$ cat src/rtl/rx_word_ctrl.sv
`default_nettype none
// ============================================================================
// Module   : rx_word_ctrl
// Purpose  : Receive-side word framer feeding the 128-bit input shift
//            register. Accepts words over valid/ready, drives the shift
//            register's data/shift inputs, and presents block_valid once a
//            full block has been shifted in, holding it until acknowledged.
//            Supports flushing a partial block and a sticky overflow flag.
// Revision : 1.0 - initial release
// ============================================================================
module rx_word_ctrl #(
    parameter int WORDS_PER_BLOCK = 4,
    parameter int WORD_W          = 32
) (
    input  logic                                     clk,
    input  logic                                     n_rst,   // active-high, synchronous
    input  logic [WORD_W-1:0]                        word_in,
    input  logic                                     word_valid,
    output logic                                     word_ready,
    output logic [WORD_W-1:0]                        sr_data,
    output logic                                     sr_shift,
    output logic                                     block_valid,
    input  logic                                     block_ack,
    input  logic                                     flush,
    output logic [$clog2(WORDS_PER_BLOCK+1)-1:0]     word_cnt,
    output logic                                     ovf
);

    localparam int CNT_W = $clog2(WORDS_PER_BLOCK + 1);

    // FILL: collecting words; LAST: final word's shift pending; FULL: block presented
    localparam logic [1:0] c_FILL = 2'd0;
    localparam logic [1:0] c_LAST = 2'd1;
    localparam logic [1:0] c_FULL = 2'd2;

    localparam logic [CNT_W-1:0] c_LAST_IDX = CNT_W'(WORDS_PER_BLOCK - 1);
    localparam logic [CNT_W-1:0] c_CNT_ONE  = CNT_W'(1);

    logic [1:0]        state_q,       state_d;
    logic [CNT_W-1:0]  word_cnt_q,    word_cnt_d;
    logic [WORD_W-1:0] sr_data_q,     sr_data_d;
    logic              sr_shift_q,    sr_shift_d;
    logic              block_valid_q, block_valid_d;
    logic              ovf_q,         ovf_d;
    logic              w_ready;
    logic              w_accept;

    // Ready only while filling; reset and flush both block acceptance immediately
    always_comb begin
        w_ready  = (state_q == c_FILL) & ~n_rst & ~flush;
        w_accept = word_valid & w_ready;
    end

    // Next-state logic: flush overrides accept and ack
    always_comb begin
        state_d       = state_q;
        word_cnt_d    = word_cnt_q;
        sr_data_d     = sr_data_q;
        sr_shift_d    = 1'b0;
        block_valid_d = block_valid_q;
        ovf_d         = ovf_q;

        if (flush) begin
            // Shift register contents are left alone; the next full block
            // pushes any stale words out. sr_data also keeps its value.
            state_d       = c_FILL;
            word_cnt_d    = '0;
            block_valid_d = 1'b0;
        end else begin
            case (state_q)
                c_FILL: begin
                    if (w_accept) begin
                        sr_data_d  = word_in;
                        sr_shift_d = 1'b1;
                        word_cnt_d = word_cnt_q + c_CNT_ONE;
                        if (word_cnt_q == c_LAST_IDX) begin
                            state_d = c_LAST;
                        end
                    end
                end
                c_LAST: begin
                    // The shift register absorbs the last word on this edge
                    state_d       = c_FULL;
                    block_valid_d = 1'b1;
                end
                c_FULL: begin
                    if (word_valid) begin
                        ovf_d = 1'b1;
                    end
                    if (block_ack) begin
                        state_d       = c_FILL;
                        block_valid_d = 1'b0;
                        word_cnt_d    = '0;
                    end
                end
                default: begin
                    state_d       = c_FILL;
                    word_cnt_d    = '0;
                    block_valid_d = 1'b0;
                end
            endcase
        end
    end

    // State registers with synchronous reset
    always_ff @(posedge clk) begin
        if (n_rst) begin
            state_q       <= c_FILL;
            word_cnt_q    <= '0;
            sr_data_q     <= '0;
            sr_shift_q    <= 1'b0;
            block_valid_q <= 1'b0;
            ovf_q         <= 1'b0;
        end else begin
            state_q       <= state_d;
            word_cnt_q    <= word_cnt_d;
            sr_data_q     <= sr_data_d;
            sr_shift_q    <= sr_shift_d;
            block_valid_q <= block_valid_d;
            ovf_q         <= ovf_d;
        end
    end

    assign word_ready  = w_ready;
    assign sr_data     = sr_data_q;
    assign sr_shift    = sr_shift_q;
    assign block_valid = block_valid_q;
    assign word_cnt    = word_cnt_q;
    assign ovf         = ovf_q;

endmodule
`default_nettype wire

$ cat config.mk
export PLATFORM = sky130hd
export DESIGN_NAME = rx_word_ctrl
export DESIGN_NICKNAME = d
export VERILOG_FILES = /design/src/rtl/rx_word_ctrl.sv
export SDC_FILE = /design/constraint.sdc
export NUM_CORES = 1
export LEC_CHECK = 0
export CAP_MARGIN = 20
export CORE_MARGIN = 2
export CORE_UTILIZATION = 36
export DETAILED_ROUTE_END_ITERATION = 10
export GPL_TIMING_DRIVEN = 1
export HOLD_SLACK_MARGIN = 0.12
export PLACE_DENSITY = 0.71
export SETUP_SLACK_MARGIN = 0.4
export SLEW_MARGIN = 10
export SYNTH_ARGS = -nofsm -noshare
export SYNTH_HDL_FRONTEND = slang
export SYNTH_SLANG_ARGS = --single-unit
$ cat constraint.sdc
create_clock -name clk -period 1.64 [get_ports clk]
set_clock_uncertainty 0.2 [all_clocks]
set_input_delay 0.246 -clock clk [delete_from_list [all_inputs] [get_ports clk]]
set_output_delay 0.246 -clock clk [all_outputs]
set_load 0.02 [all_outputs]
### After elaboration in Yosys (flattened, before gate mapping)

Cells that the tools add are included.

| word-level totals | value |
|---|---|
| logic and storage cells | 38 |
| output and inout bits | 39 |
| input bits | 37 |
| flip-flop bits (word level) | 40 |

| operators by class | value |
|---|---|
| reductions and logical operators | 8 |
| equality and inequality tests | 6 |
| $add $sub $neg | 1 |
| bitwise gates (word level) | 7 |
| multiplexer cells | 10 |

Operators with widths:

| cell | number |
|---|---|
| $reduce_and 3->1 | 4 |
| $pmux 3 s3 | 1 |
| $mux 2 | 3 |
| $mux 3 | 2 |
| $pmux 2 s3 | 1 |
| $ne 2x2->1 const B | 2 |
| $not 1->1 | 4 |
| $add 3x1->3 const B | 1 |
| $and 1x1->1 | 3 |
| $eq 3x2->1 const B | 1 |
| $pmux 1 s3 | 1 |
| $reduce_or 3->1 | 1 |
| $eq 2x1->1 const B | 1 |
| $eq 2x2->1 const B | 1 |
| $logic_not 2->1 | 1 |
| $mux 1 | 2 |
| $ne 2x1->1 const B | 1 |
| $reduce_and 2->1 | 1 |
| $reduce_or 2->1 | 1 |

### Longest topological paths before layout

Gate-level depths: netlist of run 1.

| depth | value |
|---|---|
| depth in word-level cells | 6 |
| depth in mapped cells | 7 |
| depth with buffers taken out | 5 |

### Worst setup path after synthesis of run 1

No wires, ideal clock.

| timing path | value |
|---|---|
| path kind | register to register |
| start | register state_q[1] |
| end | register sr_data_q[4], in the netlist sr_data[4] |
| stages on the path, launching flop included | 6 |
| clock period less this slack | 1675 ps |
| setup slack | -35 ps |
| setup time | 132 ps |
| buffers on the path | 2 |
| required time | 1308 ps |
| data arrival time | 1343 ps |
| cell sequence | dfxtp_1 -> or4_4 -> buf_6 -> clkbuf_2 -> o21ai_0 -> a21oi_1 |

| between the ends | value |
|---|---|
| word-level cells in the longest chain between the ends | 5 |

RTL lines:

| item | RTL line | text |
|---|---|---|
| start, declared | 39 | `logic [1:0] state_q, state_d;` |
| start signal, assigned | 108 | `state_q <= c_FILL;` |
| start signal, assigned | 115 | `state_q <= state_d;` |
| $logic_not 2->1 * | 50, 70 |  |
| $and 1x1->1 (2 in a row) | 50 | `w_ready = (state_q == c_FILL) & ~n_rst & ~flush;` |
| $and 1x1->1 | 51 | `w_accept = word_valid & w_ready;` |
| $reduce_and 3->1 (no line) * | -- |  |
| end signal, assigned | 117 | `sr_data_q <= sr_data_d;` |
| end, declared | 41 | `logic [WORD_W-1:0] sr_data_q, sr_data_d;` |

Every way passes the cells marked *; elsewhere a longest branch is shown, timed or not.
A chain may end at the register's enable or synchronous reset.

### Worst setup path after layout of run 1

| timing path | value |
|---|---|
| start | register state_q[0] |
| end | output word_ready |

| between the ends | value |
|---|---|
| word-level cells in the longest chain between the ends | 3 |

RTL lines:

| item | RTL line | text |
|---|---|---|
| $logic_not 2->1 | 50 |  |
| $and 1x1->1 (2 in a row) | 50 |  |
| end, declared | 19 | `output logic word_ready,` |

No other way between the ends.

==> metrics.md, run 1 <==
| Metric | Value |
|---|---|
| Status | `complete, but fails checks` |
| Failing checks | `setup timing` |
| FP Rows | `23` |
| Via count | `1618` |
| IO Count | `76` |
| Worst path cell trace | `or4_4 > clkinv_8 > buf_8` |
| Iteration-0 DRC Markers | `96` |
| Critical path launch point type | `flip-flop` |
| DR WL/cell | `14.9 um` |
| Core Util, Final | `67.2%` |
| Post-Syn Area | `1550 um^2` |
| EDFF count, synth | `0` |
| Chip height | `69.7 um` |
| Vias in the first global route | `1541` |
| Critical path origin | `state_q[0]$_SDFFE_PP0P_` |
| Top cells by area, synth | `dfxtp_1 (52%), nand3_1 (11%), a21oi_1 (11%)` |
| Clock sink total | `40` |
| CP Buf/Inv Count | `2` |
| FF+latch count, synth | `40` |
| Core ar. | `4090 um^2` |
| Num CTS Buffers | `5` |
| Placer Congestion | `0.738` |
| Share of layout cells above drive strength 1 | `49.8%` |
| Final TNS setup | `-2.79 ns` |
| Post-route clock period utilization | `110%` |
| CTS Buffer Depth | `2` |
| WP data arrival | `1.36 ns` |
| Final HPWL from detailed placement | `2.80 mm` |
| Critical path peak fanout | `2` |
| Die area | `4860 um^2` |
| Clk pin slew, worst setup/hold paths | `0.07 ns` |
| 1st-pass router iterations | `4` |
| Reg-to-reg critical path endpoint | `sr_data[9]$_SDFFE_PP0P_` |
| PwrDens | `733 nW/um^2` |
| Measured slew at the worst slew-check pin | `0.447 ns` |
| Crit path max-delay family | `simple AND/OR/NAND/NOR gates` |
| Required @ worst endpoint | `1.19 ns` |
| Hold/Removal Path Class | `input pin to flip-flop` |
| First-pass GRT wire length | `7.16 mm` |
| Max Cap Viol | `0` |
| Max stage delay on crit path | `0.57 ns` |
| CP endpoint kind | `primary output` |
| DRC viols | `0` |
| Routed Antenna Nets | `0` |
| IO Port Bufs | `75` |
| Die Width | `69.7 um` |
| Maximum vdd ir drop | `422 uV` |
| H-tree depth | `2` |
| Crit. path cell count | `3` |
| Ys async rst share | `0%` |
| Most common cell in the netlist | `dfxtp_1` |
| Nets | `304` |
| Antenna violations before repair | `0` |
| Fmax | `553 MHz` |
| Crit path capture | `word_ready` |
| Synth unique cells | `20` |
| Crit Path Class | `flip-flop to primary output` |
| Synthesis warning total | `0` |
| CTS tree | `done` |
| Worst r2r src | `state_q[0]$_SDFFE_PP0P_` |
| Final setup vio count | `38` |
| WL final | `4.71 mm` |
| Worst R2R Path Depth | `6` |
| Total power after layout | `0.00201 W` |
| Slowest library cell on the worst path | `or4_4` |
| Grt ovf | `0` |
| Worst-skew pair later-pin latency | `0.29 ns` |
| Register area share after synthesis | `51.5%` |
| Endpoints failing hold | `0` |
| Min Clock Period, post-route | `1.81 ns` |
| Worst slew margin | `70.2%` |
| Pleak | `1.04 nW` |
| Main synth FF type | `dfxtp_1` |
| Post-synth top area share | `51.5%` |
| Post-Synthesis Cells | `183` |
| Post-synth top cells | `dfxtp_1 (40), nand3_1 (34), a21oi_1 (33)` |
| GRT Total Usage | `18.1%` |
| Largest net degree at the start of global routing | `36` |
| Drt via density | `5.14` |
| Hold WS | `0.151 ns` |
| RSZ-0062 raised after global routing | `yes` |
| Area delta synth->final | `76.8%` |
| Max Slew Vio Count | `0` |
| CTS root buf | `clkbuf_8` |
| Worst R2R Setup Slack | `-0.13 ns` |
| Cell taking the most area after synthesis | `dfxtp_1` |
| Fillers | `377` |
| Initial core utilization | `38.0%` |
| Avg Cell Area, Syn | `8.49 um^2` |
| Worst Slack Setup Final | `-0.168 ns` |
| Syn Nets | `222` |
| Ant. Diodes | `0` |
[worst register-to-register path: stages (launching register included)]
cell	delay [ns]
dfxtp_2	0.33
or4_4	0.57
clkinv_8	0.08
buf_12	0.13
clkbuf_16	0.16
nand3_1	0.08
a21oi_1	0.16
[registers in the layout, summed over array words and instances (netlist names)]
name and count:
word_cnt 3, sr_data 32, sr_shift 1, state_q 2
ovf 1, block_valid 1
[cell families (layout without fill, tap and decap cells)]
group	after synthesis	count (layout)	share of synthesized area (%)
flip-flops	40	40	51.5
AO/OA/AOI/OAI	71	71	23.3
adder cells (fa/ha/maj)	2	2	1.61
AND/OR/NAND/NOR	46	46	14.7
buffers and inverters	24	106	8.94
[through the flow]
| stage | setup slack, ns | instance area, um^2 | instances |
|---|---|---|---|
| after floorplan | 0.0209 | 1660 | 183 |
| after global placement | -0.716 | 2400 | 300 |
| after detailed placement | -0.724 | 2400 | 300 |
| after CTS | -0.186 | 2360 | 308 |
| after global routing | -0.201 | 2750 | 315 |
| final | -0.168 | 2750 | 315 |
[area by class of cell]
| type | instances | area, um^2 | share of cell area [%] |
|---|---|---|---|
| repair buffers | 93 | 917 | 33.4 |
| clock inverters | 1 | 5.00 | 0.182 |
| clock buffers | 6 | 72.6 | 2.64 |
| well taps | 50 | 62.6 | 2.28 |
| inverters | 6 | 37.5 | 1.37 |
| multi-input cells | 119 | 815 | 29.6 |
| flip-flops and latches | 40 | 838 | 30.5 |
[worst min path at each step]
stage	start	endpoint	slack [ns]	depth (start not counted)
6_report	word_valid	ovf$_SDFFE_PP0P_	0.15	4
3_5_place_dp	block_valid$_SDFFE_PP0P_	block_valid$_SDFFE_PP0P_	0.26	2
2_1_floorplan	word_in[1]	sr_data[1]$_SDFFE_PP0P_	0.19	2
5_1_grt	word_valid	ovf$_SDFFE_PP0P_	0.18	4
3_3_place_gp	sr_data[13]$_SDFFE_PP0P_	sr_data[13]$_SDFFE_PP0P_	0.26	2
4_1_cts	word_valid	ovf$_SDFFE_PP0P_	0.16	4
[power by group]
group	total [W]	switching (W)	internal (W)
Clock	0.000606	0.000317	0.000289
Sequential	0.00102	0.0000150	0.00100
Combinational	0.000391	0.000192	0.000199
[cell usage in the layout (no fill, tap or decap), types with 2 or more instances in the layout]
cell / instances
a21oi_1: 20
a21oi_2: 13
buf_12: 3
buf_4: 42
buf_6: 6
buf_8: 2
clkbuf_16: 2
clkbuf_8: 5
clkdlybuf4s50_1: 33
dfxtp_1: 12
dfxtp_2: 27
ha_1: 2
inv_1: 4
nand2_1: 3
nand3_1: 14
nand3_2: 18
nand3_4: 2
nor2_1: 4
o21ai_0: 3
o21ai_1: 31
[metal layers]
metal | GRT usage, % | routed length, um | vias up
li1 | - | - | 808
met5 | 0 | 0 | -
met2 | 29.2 | 2220 | 62
met1 | 22.5 | 2060 | 736
met4 | 8.55 | 123 | 0
met3 | 4.65 | 310 | 12
[timing repair]
action | 4_1_cts | 5_1_grt
hold endpoints to repair | 1 | 0
resized for setup | 185 | 87
cloned | 0 | 5
pin swaps | 1 | 20
hold buffers | 1 | 0
setup buffers | 0 | 2
endpoints found under the setup margin | 78 | 77
Power figures use the tool's default switching activity.
==> inputs of run 2 (changes only) <==
RECOVER_POWER = 50   (was default)
==> run 2 against run 1 <==
Sequential power hardly changed. Maximum frequency hardly changed. Critical endpoint unchanged. Via count is 0.31% higher. Worst hold slack hardly changed. First-iteration DRC count stayed put. Worst setup slack hardly changed. Core utilization is 0.58 points lower. The run still ends with setup timing left.
==> metrics.md, run 2 (synthesized netlist as in run 1, its figures left out) <==
| Metric | Value |
|---|---|
| Worst Hold Path EP | `ovf$_SDFFE_PP0P_` |
| WP data arrival | `1.36 ns` |
| 1st-pass router iterations | `4` |
| Placer Congestion | `0.738` |
| Crit Path Class | `flip-flop to primary output` |
| Critical path peak fanout | `2` |
| CTS Buffer Depth | `2` |
| Placed Cells | `300` |
| Clock sink total | `40` |
| Worst Slack Setup Final | `-0.168 ns` |
| Grt ovf | `0` |
| Final cell count without fillers | `315` |
| Reg-to-reg critical path endpoint | `sr_data[9]$_SDFFE_PP0P_` |
| Max stage delay on crit path | `0.57 ns` |
| Final setup vio count | `38` |
| CP endpoint kind | `primary output` |
| Die Width | `69.7 um` |
| Core Util, Final | `66.7%` |
| Worst R2R Path Depth | `6` |
| Worst R2R Setup Slack | `-0.13 ns` |
| Num CTS Buffers | `5` |
| RSZ-0062 raised after global routing | `yes` |
| Clk pin slew, worst setup/hold paths | `0.07 ns` |
| DRC viols | `0` |
| Worst r2r src | `state_q[0]$_SDFFE_PP0P_` |
| Commonest non-fill, non-tap cell in the layout | `buf_4` |
| Endpoints failing hold | `0` |
| Total power after layout | `0.00201 W` |
| Hold/Removal Path Class | `input pin to flip-flop` |
| Required @ worst endpoint | `1.19 ns` |
| Die area | `4860 um^2` |
| Maximum vdd ir drop | `423 uV` |
| WL final | `4.72 mm` |
| Area delta synth->final | `75.3%` |
| Iteration-0 DRC Markers | `96` |
| Critical path launch point type | `flip-flop` |
| Slowest library cell on the worst path | `or4_4` |
| Min Clock Period, post-route | `1.81 ns` |
| Measured slew at the worst slew-check pin | `0.447 ns` |
| DR WL/cell | `15.0 um` |
| FP Rows | `23` |
| First-pass GRT wire length | `7.16 mm` |
| Initial core utilization | `38.0%` |
| Max reg flops | `32` |
| CTS tree | `done` |
| IO Count | `76` |
| Drt via density | `5.15` |
| Failing checks | `setup timing` |
| Worst-skew pair later-pin latency | `0.29 ns` |
| Chip height | `69.7 um` |
| PwrDens | `739 nW/um^2` |
| Hold Path Origin | `word_valid` |
| Fmax | `553 MHz` |
| Share of layout cells above drive strength 1 | `44.9%` |
| IO Port Bufs | `75` |
| Nets | `304` |
| Vias in the first global route | `1541` |
| GRT Total Usage | `18.1%` |
| Worst slew margin | `70.2%` |
| Most frequent cells in the layout | `buf_4 (39), clkdlybuf4s50_1 (33), o21ai_1 (31)` |
| Antenna violations before repair | `0` |
| Max Slew Vio Count | `0` |
| CP Buf/Inv Count | `2` |
| Hold Path Stages | `4` |
| CTS root buf | `clkbuf_8` |
| Ant. Diodes | `0` |
| Worst path cell trace | `or4_4 > clkinv_8 > buf_8` |
| Crit path max-delay family | `simple AND/OR/NAND/NOR gates` |
| Max Cap Viol | `0` |
| Final TNS setup | `-2.72 ns` |
| Via count | `1623` |
| Largest net degree at the start of global routing | `36` |
| Routed Antenna Nets | `0` |
| Post-route clock period utilization | `110%` |
| Final HPWL from detailed placement | `2.80 mm` |
| Pleak | `1.02 nW` |
| Status | `complete, but fails checks` |
| Core ar. | `4090 um^2` |
| H-tree depth | `2` |
run 2: cell types whose count changed in the layout (fill, tap and decap cells not counted):
cell      change
dfxtp_1      +10
dfxtp_2      -10
buf_4         -3
clkbuf_1      +3
run 2: area by class of cell:
cell class | count | area [um^2]
Fill cell | 384 | 1360
Sequential cell | 40 | 826
Timing Repair Buffer | 93 | 906
Tap cell | 50 | 62.6
Multi-Input combinational cell | 119 | 815
Clock buffer | 6 | 72.6
Inverter | 6 | 37.5
Clock inverter | 1 | 5.00
run 2: worst max path at each step:
stage / startpoint / end / slack [ns] / depth (start not counted)
floorplan: n_rst / sr_data[10]$_SDFFE_PP0P_ / 0.02 / 6
global placement: flush / word_ready / -0.72 / 4
detailed placement: flush / word_ready / -0.72 / 4
CTS: state_q[1]$_SDFFE_PP0P_ / word_ready / -0.19 / 3
global route: state_q[0]$_SDFFE_PP0P_ / word_ready / -0.20 / 3
finish: state_q[0]$_SDFFE_PP0P_ / word_ready / -0.17 / 3
run 2: tightest hold or removal path: cells and delay by family:
kind | cells | cell delay (ns)
buffers and inverters | 1 | 0.14
AOI/OAI and AO/OA | 1 | 0.11
and+or+nand+nor | 2 | 0.11
run 2: layer usage:
layer	up-vias	routed length (um)	track usage, %
met5	-	0	0
met4	0	123	8.55
met3	12	317	4.65
met2	66	2220	29.2
met1	736	2060	22.5
li1	809	-	-
run 2: where the power goes:
| part | switching, W | internal, W |
|---|---|---|
| registers | 0.0000150 | 0.00100 |
| logic | 0.000192 | 0.000197 |
| clock network | 0.000319 | 0.000289 |
run 2: metrics by stage:
stage          hold slack [ns]  setup slack (ns)  cell area [um^2]
2_1_floorplan            0.189            0.0209              1660
3_3_place_gp             0.261            -0.716              2400
3_5_place_dp             0.263            -0.724              2400
4_1_cts                  0.160            -0.186              2360
5_1_grt                  0.177            -0.201              2720
6_report                 0.151            -0.168              2720
run 2: timing repair:
action	4_1_cts	5_1_grt
endpoints found under the setup margin	78	77
hold buffers	1	0
buffers inserted	0	2
resized for setup	185	87
gates cloned	0	5
endpoints found under the hold margin	1	0
pin swaps	1	20
